### src/rtl/mem_bus_arbiter_pkg.sv
// Shared types and constants for the IF/MEM memory bus arbiter.
// Latency: n/a (declarations only).
// Backpressure: n/a (declarations only).
package mem_bus_arbiter_pkg;

  localparam int BUS_ADDR_W = 32;
  localparam int BUS_DATA_W = 32;
  localparam int SIZE_W     = 2;

  // Arbiter FSM: one outstanding transaction, split into address and data phases.
  typedef enum logic [2:0] {
    IDLE   = 3'd0,
    I_ADDR = 3'd1,
    I_DATA = 3'd2,
    D_ADDR = 3'd3,
    D_DATA = 3'd4
  } arb_state_e;

  // Access size codes as carried on bus_size / data_size.
  typedef enum logic [SIZE_W-1:0] {
    SZ_BYTE = 2'd0,
    SZ_HALF = 2'd1,
    SZ_WORD = 2'd2
  } size_e;

  // True while the arbiter is presenting an address-phase request.
  function automatic logic is_addr_phase(input arb_state_e s);
    return (s == I_ADDR) || (s == D_ADDR);
  endfunction

endpackage

### src/rtl/mem_bus_arbiter_resp_hold_buf.sv
// One-entry response hold register: keeps a returned word until the pipeline advances.
// Latency: word visible the cycle after set_vld; valid drops the cycle after rel/discard.
// Backpressure: none; set_vld wins over a same-cycle release so no response is lost.
module resp_hold_buf #(
  parameter int DATA_W = 32
) (
  input  logic              clk,
  input  logic              rst,
  input  logic              set_vld,
  input  logic [DATA_W-1:0] set_dat,
  input  logic              rel,
  input  logic              discard,
  output logic              buf_vld,
  output logic [DATA_W-1:0] buf_dat
);

  logic              vld_q, vld_d;
  logic [DATA_W-1:0] dat_q, dat_d;

  // Next-state: release/discard drops valid, a new response reloads; data is kept on release.
  always_comb begin
    vld_d = vld_q;
    dat_d = dat_q;
    if (rel || discard) begin
      vld_d = 1'b0;
    end
    if (set_vld) begin
      vld_d = 1'b1;
      dat_d = set_dat;
    end
  end

  // Register update with asynchronous active-low reset.
  always_ff @(posedge clk or negedge rst) begin
    if (!rst) begin
      vld_q <= 1'b0;
      dat_q <= '0;
    end else begin
      vld_q <= vld_d;
      dat_q <= dat_d;
    end
  end

  assign buf_vld = vld_q;
  assign buf_dat = dat_q;

endmodule

### src/rtl/mem_bus_arbiter.sv
// Shares one SRAM-like bus between instruction fetch and data access, with per-side response buffers.
// Latency: 3 cycles request to stall release (IDLE, ADDR+addr_ok, DATA+data_ok); one IDLE cycle between transactions.
// Backpressure: holds bus_req and its fields until bus_addr_ok; raises stallreq_* until the buffer holds the word.
module mem_bus_arbiter
  import mem_bus_arbiter_pkg::*;
#(
  parameter int ADDR_W     = BUS_ADDR_W,
  parameter int DATA_W     = BUS_DATA_W,
  parameter bit DATA_FIRST = 1'b1
) (
  input  logic              clk,
  input  logic              rst,
  input  logic              inst_req,
  input  logic [ADDR_W-1:0] inst_addr,
  input  logic              inst_discard,
  output logic [DATA_W-1:0] inst_rdata,
  input  logic              data_req,
  input  logic              data_wr,
  input  logic [SIZE_W-1:0] data_size,
  input  logic [ADDR_W-1:0] data_addr,
  input  logic [DATA_W-1:0] data_wdata,
  input  logic              data_cancel,
  output logic [DATA_W-1:0] data_rdata,
  input  logic              pipe_stall,
  output logic              stallreq_from_if,
  output logic              stallreq_from_mem,
  output logic              bus_req,
  output logic              bus_wr,
  output logic [SIZE_W-1:0] bus_size,
  output logic [ADDR_W-1:0] bus_addr,
  output logic [DATA_W-1:0] bus_wdata,
  input  logic              bus_addr_ok,
  input  logic              bus_data_ok,
  input  logic [DATA_W-1:0] bus_rdata
);

  arb_state_e        state_q, state_d;
  logic              drop_q, drop_d;
  logic              bus_wr_q, bus_wr_d;
  logic [SIZE_W-1:0] bus_size_q, bus_size_d;
  logic [ADDR_W-1:0] bus_addr_q, bus_addr_d;
  logic [DATA_W-1:0] bus_wdata_q, bus_wdata_d;

  logic ibuf_vld, dbuf_vld;
  logic ibuf_set, dbuf_set;
  logic ineed, dneed;
  logic take_data, take_inst;

  assign ineed = inst_req & ~ibuf_vld & ~inst_discard;
  assign dneed = data_req & ~dbuf_vld & ~data_cancel;

  // Simultaneous needs are resolved by DATA_FIRST; the loser waits for the next IDLE cycle.
  assign take_data = dneed & (DATA_FIRST | ~ineed);
  assign take_inst = ineed & ~take_data;

  // Next-state and registered bus fields; fields only change on IDLE->ADDR so they stay stable under bus_req.
  always_comb begin
    state_d     = state_q;
    drop_d      = drop_q;
    bus_wr_d    = bus_wr_q;
    bus_size_d  = bus_size_q;
    bus_addr_d  = bus_addr_q;
    bus_wdata_d = bus_wdata_q;
    ibuf_set    = 1'b0;
    dbuf_set    = 1'b0;
    case (state_q)
      IDLE: begin
        if (take_data) begin
          state_d     = D_ADDR;
          bus_wr_d    = data_wr;
          bus_size_d  = data_size;
          bus_addr_d  = data_addr;
          bus_wdata_d = data_wdata;
        end else if (take_inst) begin
          state_d     = I_ADDR;
          bus_wr_d    = 1'b0;
          bus_size_d  = SZ_WORD;
          bus_addr_d  = inst_addr;
          bus_wdata_d = '0;
        end
      end
      I_ADDR: begin
        // A flush before acceptance simply withdraws the fetch; after acceptance the reply must be eaten.
        if (bus_addr_ok) begin
          state_d = I_DATA;
          if (inst_discard) begin
            drop_d = 1'b1;
          end
        end else if (inst_discard) begin
          state_d = IDLE;
        end
      end
      I_DATA: begin
        if (bus_data_ok) begin
          state_d  = IDLE;
          drop_d   = 1'b0;
          ibuf_set = ~drop_q & ~inst_discard;
        end else if (inst_discard) begin
          drop_d = 1'b1;
        end
      end
      D_ADDR: begin
        if (bus_addr_ok) begin
          state_d = D_DATA;
        end
      end
      D_DATA: begin
        // A late cancel does not abort: the access is already on the bus and its result is buffered.
        if (bus_data_ok) begin
          state_d  = IDLE;
          dbuf_set = 1'b1;
        end
      end
      default: begin
        state_d = IDLE;
      end
    endcase
  end

  // State and bus-field registers; an in-flight transaction is abandoned on reset.
  always_ff @(posedge clk or negedge rst) begin
    if (!rst) begin
      state_q     <= IDLE;
      drop_q      <= 1'b0;
      bus_wr_q    <= 1'b0;
      bus_size_q  <= '0;
      bus_addr_q  <= '0;
      bus_wdata_q <= '0;
    end else begin
      state_q     <= state_d;
      drop_q      <= drop_d;
      bus_wr_q    <= bus_wr_d;
      bus_size_q  <= bus_size_d;
      bus_addr_q  <= bus_addr_d;
      bus_wdata_q <= bus_wdata_d;
    end
  end

  resp_hold_buf #(.DATA_W(DATA_W)) u_ibuf (
    .clk     (clk),
    .rst     (rst),
    .set_vld (ibuf_set),
    .set_dat (bus_rdata),
    .rel     (~pipe_stall),
    .discard (inst_discard),
    .buf_vld (ibuf_vld),
    .buf_dat (inst_rdata)
  );

  resp_hold_buf #(.DATA_W(DATA_W)) u_dbuf (
    .clk     (clk),
    .rst     (rst),
    .set_vld (dbuf_set),
    .set_dat (bus_rdata),
    .rel     (~pipe_stall),
    .discard (1'b0),
    .buf_vld (dbuf_vld),
    .buf_dat (data_rdata)
  );

  // bus_req decodes registered state only, so bus inputs never reach it combinationally.
  assign bus_req   = is_addr_phase(state_q);
  assign bus_wr    = bus_wr_q;
  assign bus_size  = bus_size_q;
  assign bus_addr  = bus_addr_q;
  assign bus_wdata = bus_wdata_q;

  assign stallreq_from_if  = inst_req & ~ibuf_vld;
  assign stallreq_from_mem = dneed;

endmodule

### config.mk
export PLATFORM = sky130hd
export DESIGN_NAME = mem_bus_arbiter
export DESIGN_NICKNAME = d
export VERILOG_FILES = /design/src/rtl/mem_bus_arbiter_pkg.sv /design/src/rtl/mem_bus_arbiter_resp_hold_buf.sv /design/src/rtl/mem_bus_arbiter.sv
export SDC_FILE = /design/constraint.sdc
export NUM_CORES = 1
export LEC_CHECK = 0
export BUFFER_PORTS_ARGS = -buffer_cell sky130_fd_sc_hd__clkbuf_2
export CORE_MARGIN = 2
export CORE_UTILIZATION = 25
export CTS_CLUSTER_DIAMETER = 60
export DETAILED_ROUTE_END_ITERATION = 8
export PLACE_DENSITY_LB_ADDON = 0.08
export REMOVE_ABC_BUFFERS = 1
export SLEW_MARGIN = 30
export SYNTH_ARGS = -nofsm -noshare
export SYNTH_HDL_FRONTEND = slang
export SYNTH_SLANG_ARGS = --single-unit
### constraint.sdc
create_clock -name clk -period 2.65 [get_ports clk]
set_input_delay 0.265 -clock clk [delete_from_list [all_inputs] [get_ports clk]]
set_output_delay 0.265 -clock clk [all_outputs]
set_load 0.005 [all_outputs]
==> results.md <==
- Run status: finished, final reports clean
- Vias: 4550
- Starting Density: 0.2532
- Comb power frac: 0.345
- # IOs: 274
- Synth Warn #: 0
- Vias in the first global route: 4926
- Peak supply drop: 0.4596 mV
- GR Overflow Total: 0
- Maxcap violations: 0
- Fillcell total: 2368
- # nets final: 811
- Mapped Area: 5907 sq um
- TritonCTS clock tree: done
- Tmin final: 2012 ps
- CORE AREA: 23330 sq um
- Worst-path clk slew: 50 ps
- Register area: 3428 sq um
- Internal power: 6.148 mW
- Area grow syn2layout: 37.56%
- P_sw: 2.760 mW
- Multi-input logic area: 2230 sq um
- Die area: 24870 sq um
- Layout cells sized above 1: 0.6109
- Number of enable flip-flop cells after synthesis: 0
- RSZ-0062 raised after global routing: no
- Port bufs: 273
- Crit-path max FO: 33
- Reg power frac: 0.399
- Dpl cells: 970
- Diode count: 0
- Worst setup EP type: primary output
- First-pass GRT wire length: 26630 um
- Relative slew slack: 0.4874
- Die width: 157.7 um
- Setup WS pre-CTS: 661.7 ps
- Ys flop type: dfrtp_1
- Worst Skew: 18.08 ps
- Later-pin clock latency in the skew report: 420 ps
- PostCTS Resize Cnt: 0
- Worst-margin pin slew: 768.9 ps
- Critical path type: reg -> out
- GR Util All Layers: 0.1390
- Longest Clk Path Bufs: 2
- Async SR Flop Fraction: 1.000
- Crit path from: u_dbuf.buf_vld
- PD cells: 1096 nW/um^2
- Die H: 157.7 um
- Drt wl/cell: 17.28 um
- Largest net degree at the start of global routing: 79
- Yosys reg bits: 137
- CP arrival: 1750 ps
- Fmax achieved: 496.9 MHz
- RR Startpoint: state_q[0]
- Mean post-synth cell area: 14.44 sq um
- WP data required: 2380 ps
- Fin. max-slew vios: 0
- Via density: 4.550
- RePlAce Congestion: 0.7379
- Register area share after synthesis: 0.5804
- Fin. Hold Viols: 0
- Sw Share: 0.3098
- Startpoint Class: flip-flop
- Post-synth cell types: 31
- DRT antenna net count: 0
- Clock share of power: 0.257
- Drt drc: 0
- Hold path start: data_size[1]
- Drt pass-1 iters: 7
- CTS root buf: clkbuf_16
- Row cnt: 56
- HPWL Detailed: 11970 um
- CTS buffer count: 17
- Clock Sinks: 137
- Syn Inst Count: 409
- Setup violators final: 0
- Drt total wl: 17280 um
- Initial antenna violation count: 2
- Finished Layout Cells: 1000
- Hold Path Class: in -> reg
- Setup WS post-layout: 637.7 ps
- Pleak: 4.087 nW
- Iteration-0 DRC Markers: 168
- H-tree depth: 4
- Part of the cycle the worst path needs: 0.7594
[state kept, by name (all words and copies together) (netlist names)]
signal,count
bus_wr,1
state_q,3
bus_wdata,32
u_ibuf.buf_vld,1
u_dbuf.buf_vld,1
drop_q,1
u_dbuf.buf_dat,32
bus_addr,32
u_ibuf.buf_dat,32
bus_size,2
[worst max-delay path, cell delays in order, from the launching register on]
cell and delay (ps):
dfrtp_1 380, nor3b_2 340, buf_4 420, clkbuf_2 190
[final timing paths]
kind	slack, ps	cells after the start	end
setup / recovery	640	3	stallreq_from_mem
hold / removal	80	3	bus_size[1]
setup reg to reg	690	4	u_ibuf.buf_dat[7]
hold reg to reg	490	1	drop_q
max in group asynchronous	1450	3	u_ibuf.buf_dat[5]
min in group asynchronous	450	2	bus_addr[16]
[cell usage after synthesis (all sizes together) (2+ instances only)]
cell type | count | share of area
nand3b | 2 | 0.0025
mux2 | 64 | 0.14
nor3b | 2 | 0.0025
inv | 3 | 0.0019
nand2b | 4 | 0.0042
a2bb2oi | 33 | 0.049
a22o | 34 | 0.050
dfrtp | 137 | 0.58
clkbuf | 27 | 0.017
o41ai | 32 | 0.047
o21a | 4 | 0.0051
or4b | 32 | 0.054
a21oi | 2 | 0.0017
buf | 17 | 0.025
nand2 | 4 | 0.0025
[what timing repair did]
item,4_1_cts,5_1_grt
hold endpoints to repair,76,0
hold buffers,1,0
setup buffers,0,0
[layout make-up]
type | count | share of cell area
Clock buffer | 18 | 0.05405
Inverter | 3 | 0.001386
Tap cell | 319 | 0.04912
Timing Repair Buffer | 287 | 0.1837
Sequential cell | 137 | 0.4219
Clock inverter | 11 | 0.01540
Multi-Input combinational cell | 225 | 0.2744
[cells in the final DEF, fill, tap and decap left out, types with 12 or more instances in the layout]
master / netlist / layout
a22o_1: 34 / 34
a2bb2oi_1: 33 / 33
buf_4: 3 / 12
clkbuf_16: 0 / 17
clkbuf_2: 0 / 272
dfrtp_1: 137 / 137
mux2_2: 35 / 35
mux2_4: 29 / 29
o41ai_1: 32 / 32
or4b_2: 32 / 32
[routing by layer]
metal / wire length (um) / vias up / track usage
met3: 1581 / 16 / 0.06022
met5: 12 / - / 0
met2: 8055 / 185 / 0.2288
met4: 244 / 2 / 0.04156
met1: 7389 / 2233 / 0.1643
li1: - / 2114 / -
[stage by stage]
step / power, mW / hold WS (ps) / instance area [sq um] / setup TNS, ps / util
3_3_place_gp: 6.677 / 366.1 / 7551 / 0 / 0.3236
6_report: 8.908 / 76.39 / 8125 / 0 / 0.3482
5_1_grt: 9.566 / 60.38 / 8125 / 0 / 0.3482
2_1_floorplan: 5.106 / -30.59 / 5655 / -94890 / -
3_5_place_dp: 6.713 / 369.1 / 7551 / 0 / 0.3236
4_1_cts: 9.098 / 50.88 / 8125 / 0 / 0.3482
[power by group through the flow]
stage	sequential [mW]	clock, mW	combinational [mW]
after CTS	3.56	2.39	3.15
after global routing	3.69	2.50	3.38
after global placement	3.58	0	3.10
after floorplan	3.60	0	1.51
final	3.55	2.29	3.07
after detailed placement	3.56	0	3.15
[kinds of logic (layout without fill, tap and decap cells)]
logic type | Yosys count | after routing | synth area share
AOI/OAI and AO/OA | 109 | 109 | 0.1587
and+or+nand+nor | 51 | 51 | 0.07456
muxes | 64 | 64 | 0.1404
DFF | 137 | 137 | 0.5804
xor gates and xnor gates | 1 | 1 | 0.001483
buffers and inverters | 47 | 319 | 0.04448
No activity file was read; power rests on OpenSTA's default activity.
